File: src/rtl/cla_pkg.sv
// rtl/cla_pkg.sv - shared constants, FSM state type and index-width helper for the multiword CLA adder
package cla_pkg;

  localparam int SLICE_W = 16;

  typedef enum logic [1:0] {
    IDLE = 2'd0,
    ADD  = 2'd1,
    DONE = 2'd2
  } state_t;

  // Ceiling log2, never below 1 so a single-slice build still has a usable index register.
  function automatic int clog2(input int value);
    int width;
    width = 0;
    while ((1 << width) < value) width++;
    return (width < 1) ? 1 : width;
  endfunction

endpackage

File: src/rtl/carry_look_ahead_16bit.sv
// rtl/carry_look_ahead_16bit.sv - 16-bit adder slice with 4-bit group generate/propagate lookahead
module carry_look_ahead_16bit
  import cla_pkg::*;
(
  input  logic [SLICE_W-1:0] a,
  input  logic [SLICE_W-1:0] b,
  input  logic               cin,
  output logic [SLICE_W-1:0] sum,
  output logic               cout
);

  logic [SLICE_W-1:0] g;
  logic [SLICE_W-1:0] p;
  logic [SLICE_W:0]   c;
  logic [3:0]         grp_g;
  logic [3:0]         grp_p;
  logic [4:0]         grp_c;

  always_comb begin
    g     = a & b;
    p     = a ^ b;
    grp_g = '0;
    grp_p = '0;
    grp_c = '0;
    c     = '0;
    for (int k = 0; k < 4; k++) begin
      grp_p[k] = &p[4*k +: 4];
      grp_g[k] = g[4*k+3]
               | (p[4*k+3] & g[4*k+2])
               | (&p[4*k+2 +: 2] & g[4*k+1])
               | (&p[4*k+1 +: 3] & g[4*k]);
    end
    // Group carries come from the lookahead terms, not from the bit carries.
    grp_c[0] = cin;
    for (int k = 0; k < 4; k++) begin
      grp_c[k+1] = grp_g[k] | (grp_p[k] & grp_c[k]);
    end
    for (int k = 0; k < 4; k++) begin
      c[4*k] = grp_c[k];
      for (int j = 0; j < 3; j++) begin
        c[4*k+j+1] = g[4*k+j] | (p[4*k+j] & c[4*k+j]);
      end
    end
    c[SLICE_W] = grp_c[4];
  end

  assign sum  = p ^ c[SLICE_W-1:0];
  assign cout = c[SLICE_W];

endmodule

File: src/rtl/cla_multiword_adder.sv
// rtl/cla_multiword_adder.sv - sequential WORDS*16-bit adder, one CLA slice per cycle; CLA_MW_OVF_EN adds out_ovf
module cla_multiword_adder
  import cla_pkg::*;
#(
  parameter int WORDS = 4,
  localparam int W    = SLICE_W * WORDS
) (
  input  logic         clk,
  input  logic         rst_n,
  input  logic         in_valid,
  output logic         in_ready,
  input  logic [W-1:0] in_a,
  input  logic [W-1:0] in_b,
  input  logic         in_cin,
  output logic         out_valid,
  input  logic         out_ready,
  output logic [W-1:0] out_sum,
  output logic         out_cout
`ifdef CLA_MW_OVF_EN
  ,
  output logic         out_ovf
`endif
);

  localparam int IW = clog2(WORDS);
  localparam logic [IW-1:0] LAST_IDX = IW'(WORDS - 1);

  state_t state, state_next;
  logic [IW-1:0]                   idx;
  logic                            carry;
  logic [WORDS-1:0][SLICE_W-1:0]   a_reg;
  logic [WORDS-1:0][SLICE_W-1:0]   b_reg;
  logic [WORDS-1:0][SLICE_W-1:0]   sum_reg;
  logic [SLICE_W-1:0]              slice_sum;
  logic                            slice_cout;
`ifdef CLA_MW_OVF_EN
  logic                            ovf_reg;
`endif

  carry_look_ahead_16bit u_slice (
    .a    (a_reg[idx]),
    .b    (b_reg[idx]),
    .cin  (carry),
    .sum  (slice_sum),
    .cout (slice_cout)
  );

  always_comb begin
    state_next = state;
    in_ready   = 1'b0;
    out_valid  = 1'b0;
    case (state)
      IDLE: begin
        in_ready = 1'b1;
        if (in_valid) state_next = ADD;
      end
      ADD: begin
        if (idx == LAST_IDX) state_next = DONE;
      end
      DONE: begin
        out_valid = 1'b1;
        if (out_ready) state_next = IDLE;
      end
      default: state_next = IDLE;
    endcase
  end

  always_ff @(posedge clk) begin
    if (!rst_n) begin
      state   <= IDLE;
      idx     <= '0;
      carry   <= 1'b0;
      a_reg   <= '0;
      b_reg   <= '0;
      sum_reg <= '0;
`ifdef CLA_MW_OVF_EN
      ovf_reg <= 1'b0;
`endif
    end else begin
      state <= state_next;
      case (state)
        IDLE: begin
          if (in_valid) begin
            a_reg <= in_a;
            b_reg <= in_b;
            carry <= in_cin;
            idx   <= '0;
          end
        end
        ADD: begin
          sum_reg[idx] <= slice_sum;
          carry        <= slice_cout;
          if (idx != LAST_IDX) idx <= idx + 1'b1;
`ifdef CLA_MW_OVF_EN
          // Carry into the MSB is recovered from the MSB sum bit and its operands.
          if (idx == LAST_IDX)
            ovf_reg <= (a_reg[idx][SLICE_W-1] ^ b_reg[idx][SLICE_W-1] ^ slice_sum[SLICE_W-1]) ^ slice_cout;
`endif
        end
        default: ;
      endcase
    end
  end

  assign out_sum  = sum_reg;
  assign out_cout = carry;
`ifdef CLA_MW_OVF_EN
  assign out_ovf  = ovf_reg;
`endif

endmodule

File: config.mk
export PLATFORM = sky130hd
export DESIGN_NAME = cla_multiword_adder
export DESIGN_NICKNAME = d
export VERILOG_FILES = /design/src/rtl/cla_pkg.sv /design/src/rtl/carry_look_ahead_16bit.sv /design/src/rtl/cla_multiword_adder.sv
export SDC_FILE = /design/constraint.sdc
export NUM_CORES = 1
export LEC_CHECK = 0
export BUFFER_PORTS_ARGS = -buffer_cell sky130_fd_sc_hd__buf_2
export CAP_MARGIN = 15
export CELL_PAD_IN_SITES_DETAIL_PLACEMENT = 0
export CELL_PAD_IN_SITES_GLOBAL_PLACEMENT = 1
export CORE_MARGIN = 2
export CORE_UTILIZATION = 35
export CTS_CLUSTER_SIZE = 30
export DETAILED_ROUTE_END_ITERATION = 7
export PLACE_DENSITY = 0.72
export SLEW_MARGIN = 20
export SYNTH_ARGS = -nofsm -noshare
export SYNTH_HDL_FRONTEND = slang
export SYNTH_HIERARCHICAL = 1
export SYNTH_SLANG_ARGS = --single-unit
File: constraint.sdc
create_clock -name clk -period 5.1 [get_ports clk]
set_clock_uncertainty 0.1 [all_clocks]
set_input_delay 0.255 -clock clk [delete_from_list [all_inputs] [get_ports clk]]
set_output_delay 0.255 -clock clk [all_outputs]
set_load 0.1 [all_outputs]
=== Word-level counts from Yosys, hierarchy flattened ===
Cells that the tools add are included.
W data, S select, Z words.

* Register bits after elaboration: 197
* Input port bits: 133
* Output and inout port bits: 67
* Logic and storage cells: 122

* Add/sub/neg operators: 1
* $lt $le $gt $ge: 2
* Eq/ne operators: 8
* Muxes and demuxes: 18
* Bitwise operators: 59
* Reductions and logical operators: 19

{| class="wikitable"
|+ Operators with widths
! cell !! count
|-
| $bmux W16 S2 || 2
|-
| $bwmux W64 || 1
|-
| $mux W16 || 3
|-
| $demux W16 S2 || 1
|-
| $xor A16 B16 Y16 || 2
|-
| $and A1 B1 Y1 || 28
|-
| $or A1 B1 Y1 || 28
|-
| $reduce_and A3 Y1 || 6
|-
| $and A16 B16 Y16 || 1
|-
| $reduce_and A4 Y1 || 4
|-
| $reduce_and A2 Y1 || 6
|-
| $mux W2 || 5
|-
| $ne A2 B2 Y1 const B || 5
|-
| $pmux W2 S3 || 1
|-
| $eq A2 B2 Y1 const B || 2
|-
| $pmux W2 S2 || 1
|-
| $lt A2 B3 Y1 const B || 1
|-
| $mux W1 || 3
|-
| $add A2 B1 Y2 const B || 1
|-
| $eq A2 B1 Y1 const B || 1
|-
| $ge A2 B1 Y1 const B || 1
|-
| $logic_not A2 Y1 || 1
|-
| $pmux W1 S2 || 1
|-
| $reduce_bool A2 Y1 || 1
|-
| $logic_and A1 B1 Y1 || 1
|}

=== Logic depth before layout (Yosys ltp) ===
* Depth in word-level cells: 20
* Gate-level depth with buffers: 16
* Depth with buffers taken out: 13

=== Hierarchy ===
Netlist, hierarchy kept.

{| class="wikitable"
|+ Modules (own cells, without submodules)
! module !! times used !! cells each !! area each (sq um) !! sequential area each (sq um)
|-
| cla_multiword_adder || 1 || 912 || 8189.1 || 3943.8
|-
| carry_look_ahead_16bit || 1 || 69 || 675.6 || 0.0
|}

=== Worst setup path after synthesis ===
OpenSTA, ideal clock, no wires.

* Path kind: reg-to-reg
* From: register idx[0]
* To: register sum_reg (netlist bit out_sum[15])
* Setup time: 0.076 ns
* Arrival: 3.747 ns
* Data required time: 4.924 ns
* Slack: 1.177 ns
* Stages on the path, launching flop included: 15
* Buffers on the path: 2
* Clock period less this slack: 3.923 ns
* Cell sequence: dfxtp_1 -> buf_4 -> buf_2 -> mux4_2 -> ha_1 -> and4_1 -> nor2b_1 -> o31ai_2 -> nand3_1 -> fa_1 -> fa_1 -> fa_1 -> xor2_1 -> nand2_1 -> a21boi_0

* Cells in the longest elaborated chain, start to end: 20
* Elaborated cells on any way between the ends: 52
* Classes of those cells: order compare (2); mux (7); bitwise (33); reduce/logical (10)

{| class="wikitable"
|+ Ends and longest elaborated chain
! element !! line !! text
|-
| start, declared || cla_multiword_adder.sv:29 || <nowiki>logic [IW-1:0] idx;</nowiki>
|-
| start signal, assigned || cla_multiword_adder.sv:93 || <nowiki>if (idx != LAST_IDX) idx <= idx + 1'b1;</nowiki>
|-
| $bmux W16 S2 (on tied branches) || cla_multiword_adder.sv:41, cla_multiword_adder.sv:42 ||
|-
| $mux W16 (on tied branches) || cla_multiword_adder.sv:41, cla_multiword_adder.sv:42 ||
|-
| $xor A16 B16 Y16 / $and A16 B16 Y16 (equally long branches) || carry_look_ahead_16bit.sv:21, carry_look_ahead_16bit.sv:20 ||
|-
| $and A1 B1 Y1 / $reduce_and A2 Y1 (equally long branches) || carry_look_ahead_16bit.sv:29, carry_look_ahead_16bit.sv:30 ||
|-
| $or A1 B1 Y1 / $and A1 B1 Y1 (equally long branches) || carry_look_ahead_16bit.sv:29, carry_look_ahead_16bit.sv:30 ||
|-
| $or A1 B1 Y1 || carry_look_ahead_16bit.sv:30 || <nowiki>| (&p[4*k+2 +: 2] & g[4*k+1])</nowiki>
|-
| $or A1 B1 Y1 || carry_look_ahead_16bit.sv:31 || <nowiki>| (&p[4*k+1 +: 3] & g[4*k]);</nowiki>
|-
| $or A1 B1 Y1 || carry_look_ahead_16bit.sv:36 || <nowiki>grp_c[k+1] = grp_g[k] | (grp_p[k] & grp_c[k]);</nowiki>
|-
| [... 5 more ...] || -- ||
|-
| $or A1 B1 Y1 || carry_look_ahead_16bit.sv:41 || <nowiki>c[4*k+j+1] = g[4*k+j] | (p[4*k+j] & c[4*k+j]);</nowiki>
|-
| $and A1 B1 Y1 || carry_look_ahead_16bit.sv:41 ||
|-
| $or A1 B1 Y1 || carry_look_ahead_16bit.sv:41 ||
|-
| $and A1 B1 Y1 || carry_look_ahead_16bit.sv:41 ||
|-
| $or A1 B1 Y1 || carry_look_ahead_16bit.sv:41 ||
|-
| $xor A16 B16 Y16 * || carry_look_ahead_16bit.sv:47 || <nowiki>assign sum = p ^ c[SLICE_W-1:0];</nowiki>
|-
| named net slice_sum[15] || cla_multiword_adder.sv:34 || <nowiki>logic [SLICE_W-1:0] slice_sum;</nowiki>
|-
| $bwmux W64 * || cla_multiword_adder.sv:91 || <nowiki>sum_reg[idx] <= slice_sum;</nowiki>
|-
| end signal, assigned by index || cla_multiword_adder.sv:91 ||
|-
| end, declared || cla_multiword_adder.sv:33 || <nowiki>logic [WORDS-1:0][SLICE_W-1:0] sum_reg;</nowiki>
|}

Mark *: on every way through the listed nets, which the timed path passes. The rest lies on a longest branch. The select of a mux whose other input is x is not followed.
A chain may end at the register's enable or synchronous reset.

=== Worst setup path in the final report ===
* From: register idx[0]
* To: register sum_reg (netlist bit out_sum[63])

Same word-level chain as after synthesis.

==> key figures <==
Status
  • Outcome: finished clean

CTS
  • Worst-path clk slew: 0.08 ns
  • Resized cells post-CTS: 0
  • CTS Hold Bufs: 110
  • Clock Tree Buf Depth: 2
  • Htree depth: 4
  • CTS tree: done
  • Clock Sink Count: a little under 200
  • Root Driver: clkbuf_16
  • Total CTS buffers: 17
  • Worst-Skew Late Latency: roughly 0.44 ns
  • Postcts setup bufs: 0

Layout
  • Final core occ: 0.470
  • Number of fill cells in the layout: about 2500
  • Fraction of layout cells with a size suffix above 1: 0.225
  • Layout area overhead: 32.7%
  • Antenna cells: 0
  • Fin nets: ~1400
  • Fin area: 0.0118 mm2
  • Non-filler cells in the finished layout: about 1600

Detailed routing
  • Antenna viol nets, final: 0
  • DR iter-0 viols: between 500 and 600
  • Vias per cell: approximately 4.7
  • Detailed-route via count: 7470
  • Drt wl/cell: 16.4 um
  • Routed WL: about 26000 um
  • DRT Pass-1 Iters: 5
  • # DRC: 0

Placed design
  • HPWL Detailed: about 18000 um
  • Gp weighted congestion: a little over 0.8
  • Dpl cells: about 1400
  • Cell Area, Placed: ~0.010 mm2
  • Port bufs: about 200

Pwr
  • Pwr dens: between 300 and 400 mW/mm2
  • Worst vdd ir: about 210 uV
  • Sequential power share: 0.450
  • Internal Pwr Total: around 2700 uW
  • Switching share of power: 0.283
  • Comb pwr share: 0.160
  • Lkg Pwr: about 0.005 uW
  • Clock Power Share: 0.390
  • Sw Pwr: between 1000 and 1500 uW

Floorplanning
  • Die X-Extent: between 150 and 200 um
  • Num ports: 200
  • Core area: roughly 0.025 mm2
  • Rows: between 50 and 60
  • Initial Util: 0.354
  • Die Area: 0.0266 mm2
  • Die height: 163 um

Global routing
  • Gr busiest metal: met2
  • Largest net degree at the start of global routing: just under 90
  • Vias in the first global route: roughly 7000
  • Global route overflow: 0
  • GR Layer Usage met3: 0.0315
  • Met2 Use GR: 0.330
  • Gr usage total: 0.198
  • GR Util met1: 0.270
  • Initial antenna violation count: 0
  • First-pass GRT wire length: around 40000 um

Synthesis
  • Syn Nets: 1146
  • Asr flop ratio synth: 0
  • Ys flop type: dfxtp_1
  • Synth area leader: dfxtp_1
  • Top cells by area, synth: dfxtp_1 (44%), nand2_1 (17%), a21boi_1 (9.7%)
  • Seq cells post-synth: about 200
  • Mapped Area: 0.00886 mm2
  • Synthesized area per cell: around 9 um2
  • Yosys top cell area share: 0.445
  • EDFF count, synth: 0
  • Synth cell types: 37
  • Yosys warns: 6
  • Syn Inst Count: ~1000
  • Seq/Total Area, Yosys: 0.445

Setup path
  • CP most frequent cell: fa_1
  • Sequence of cells on the critical path: buf_4 > mux4_2 > ha_1 > a21o_1 > o21ai_0 > nand3_1 > fa_1 > fa_1 > fa_1 > xor2_1 > nand2_1 > a21boi_0
  • Setup CP Type: reg -> reg
  • R2R cell count: 12
  • CP Data Arrival Time: around 4.5 ns
  • CP max stage cell: dfxtp_2
  • Setup crit end kind: flip-flop
  • Setup crit start kind: flip-flop
  • Slowest Stage Delay on Critical Path: around 0.7 ns
  • CP max FO: 21
  • WP data required: ~5.4 ns

Worst hold path
  • Hold path cells: 3
  • HP Class: in -> reg

STA
  • Hold WS: 0.0191 ns
  • Setup Viol. Count Final: 0
  • Total Neg Setup Slack: 0 ns
  • FMAX: ~230 MHz
  • Final Max Slew Viols: 0
  • Slew @ Worst Pin: approximately 0.83 ns
  • Period utilization: 0.840
  • RSZ-0062 raised after global routing: false
  • Max-slew headroom: 0.448
  • Hold Vio Cnt, Final: 0
  • Fin crit period: about 4.3 ns

Job
  • # Max-Cap Violations: 0
## worst paths after layout
check | to | slack [ns] | start
hold reg to reg | b_reg[56] | 0.35 | b_reg[56]
setup / recovery | out_sum[63] | 0.81 | idx[0]
hold / removal | b_reg[11] | 0.02 | in_b[11]
setup reg to reg | out_sum[63] | 0.81 | idx[0]
## layout make-up
type | instances | area [um2] | area share
Clock buffer | 18 | 439 | 0.0373
Clock inverter | 14 | 188 | 0.0160
Inverter | 13 | 48.8 | 0.00415
Multi-Input combinational cell | 699 | 4510 | 0.383
Sequential cell | 197 | 3950 | 0.335
Tap cell | 330 | 413 | 0.0351
Timing Repair Buffer | 323 | 2220 | 0.189
## kinds of logic (layout without fill, tap and decap cells)
| family | count (synthesis) | after routing | share of synthesized area |
|---|---|---|---|
| buf+inv | 85 | 368 | 0.0474 |
| xor+xnor | 4 | 4 | 0.00395 |
| compound gates | 209 | 209 | 0.175 |
| flops | 197 | 197 | 0.445 |
| simple gates | 420 | 420 | 0.190 |
| fa+ha+maj | 32 | 32 | 0.0553 |
| mux | 34 | 34 | 0.0836 |
## critical path: cells and delay by family (launching register included)
kind / cells / cell delay [ns]
adder cells (fa/ha/maj): 4 / 1.56
flip-flops: 1 / 0.71
multiplexers: 1 / 0.52
AO/OA/AOI/OAI: 3 / 0.50
XOR/XNOR: 1 / 0.30
buffers and inverters: 1 / 0.26
AND/OR/NAND/NOR: 2 / 0.24
## cells in the mapped netlist (3+ instances only)
| cell | count |
|---|---|
| nor2_1 | 5 |
| buf_4 | 10 |
| clkbuf_1 | 21 |
| xor2_1 | 3 |
| ha_1 | 20 |
| and3b_1 | 4 |
| a21boi_0 | 77 |
| a21boi_1 | 115 |
| nand2_1 | 391 |
| dfxtp_1 | 197 |
| a21oi_1 | 5 |
| fa_1 | 12 |
| nor2b_1 | 5 |
| mux4_2 | 32 |
| buf_2 | 36 |
| clkbuf_2 | 3 |
| inv_1 | 13 |
| nand3b_2 | 4 |
| o21ai_0 | 3 |
## per-stage QoR
step | setup slack [ns] | power (uW)
6_report | 0.815 | 3710
5_1_grt | 0.454 | 3850
4_1_cts | 0.811 | 3740
3_5_place_dp | 0.826 | 2230
3_3_place_gp | 0.903 | 2230
2_1_floorplan | 1.18 | 2050
## cells in the final DEF, fill, tap and decap left out, drive strengths merged
master       instances
nand2              391
buf                211
dfxtp              197
a21boi             192
dlygate4sd3        112
mux4                32
ha                  20
inv                 19
clkbuf              18
fa                  12
a21oi                6
nor2                 5
nor2b                5
and3b                4
nand3b               4
o21ai                3
bufinv               3
xor2                 3
clkinv               3
o22ai                2
mux2i                2
clkinvlp             2
nand3                2
a21o                 2
and4                 2
nor3b                2
or3b                 2
o21a                 1
nand2b               1
nor3                 1
nand4                1
xnor2                1
o31ai                1
a211oi               1
a211o                1
## power groups by stage
| stage | logic, uW | clock network (uW) | registers (uW) |
|---|---|---|---|
| after floorplan | 294 | 0 | 1760 |
| after global placement | 524 | 0 | 1700 |
| after detailed placement | 530 | 0 | 1700 |
| after CTS | 594 | 1470 | 1670 |
| after global routing | 647 | 1530 | 1680 |
| final | 594 | 1450 | 1670 |
## routing by layer
| metal | share of wire | up-vias |
|---|---|---|
| met1 | 0.47 | 3479 |
| met5 | 0 | - |
| met3 | 0.038 | 15 |
| li1 | - | 3792 |
| met2 | 0.48 | 184 |
| met4 | 0.0092 | 0 |
(Power assumes the default switching activity.)
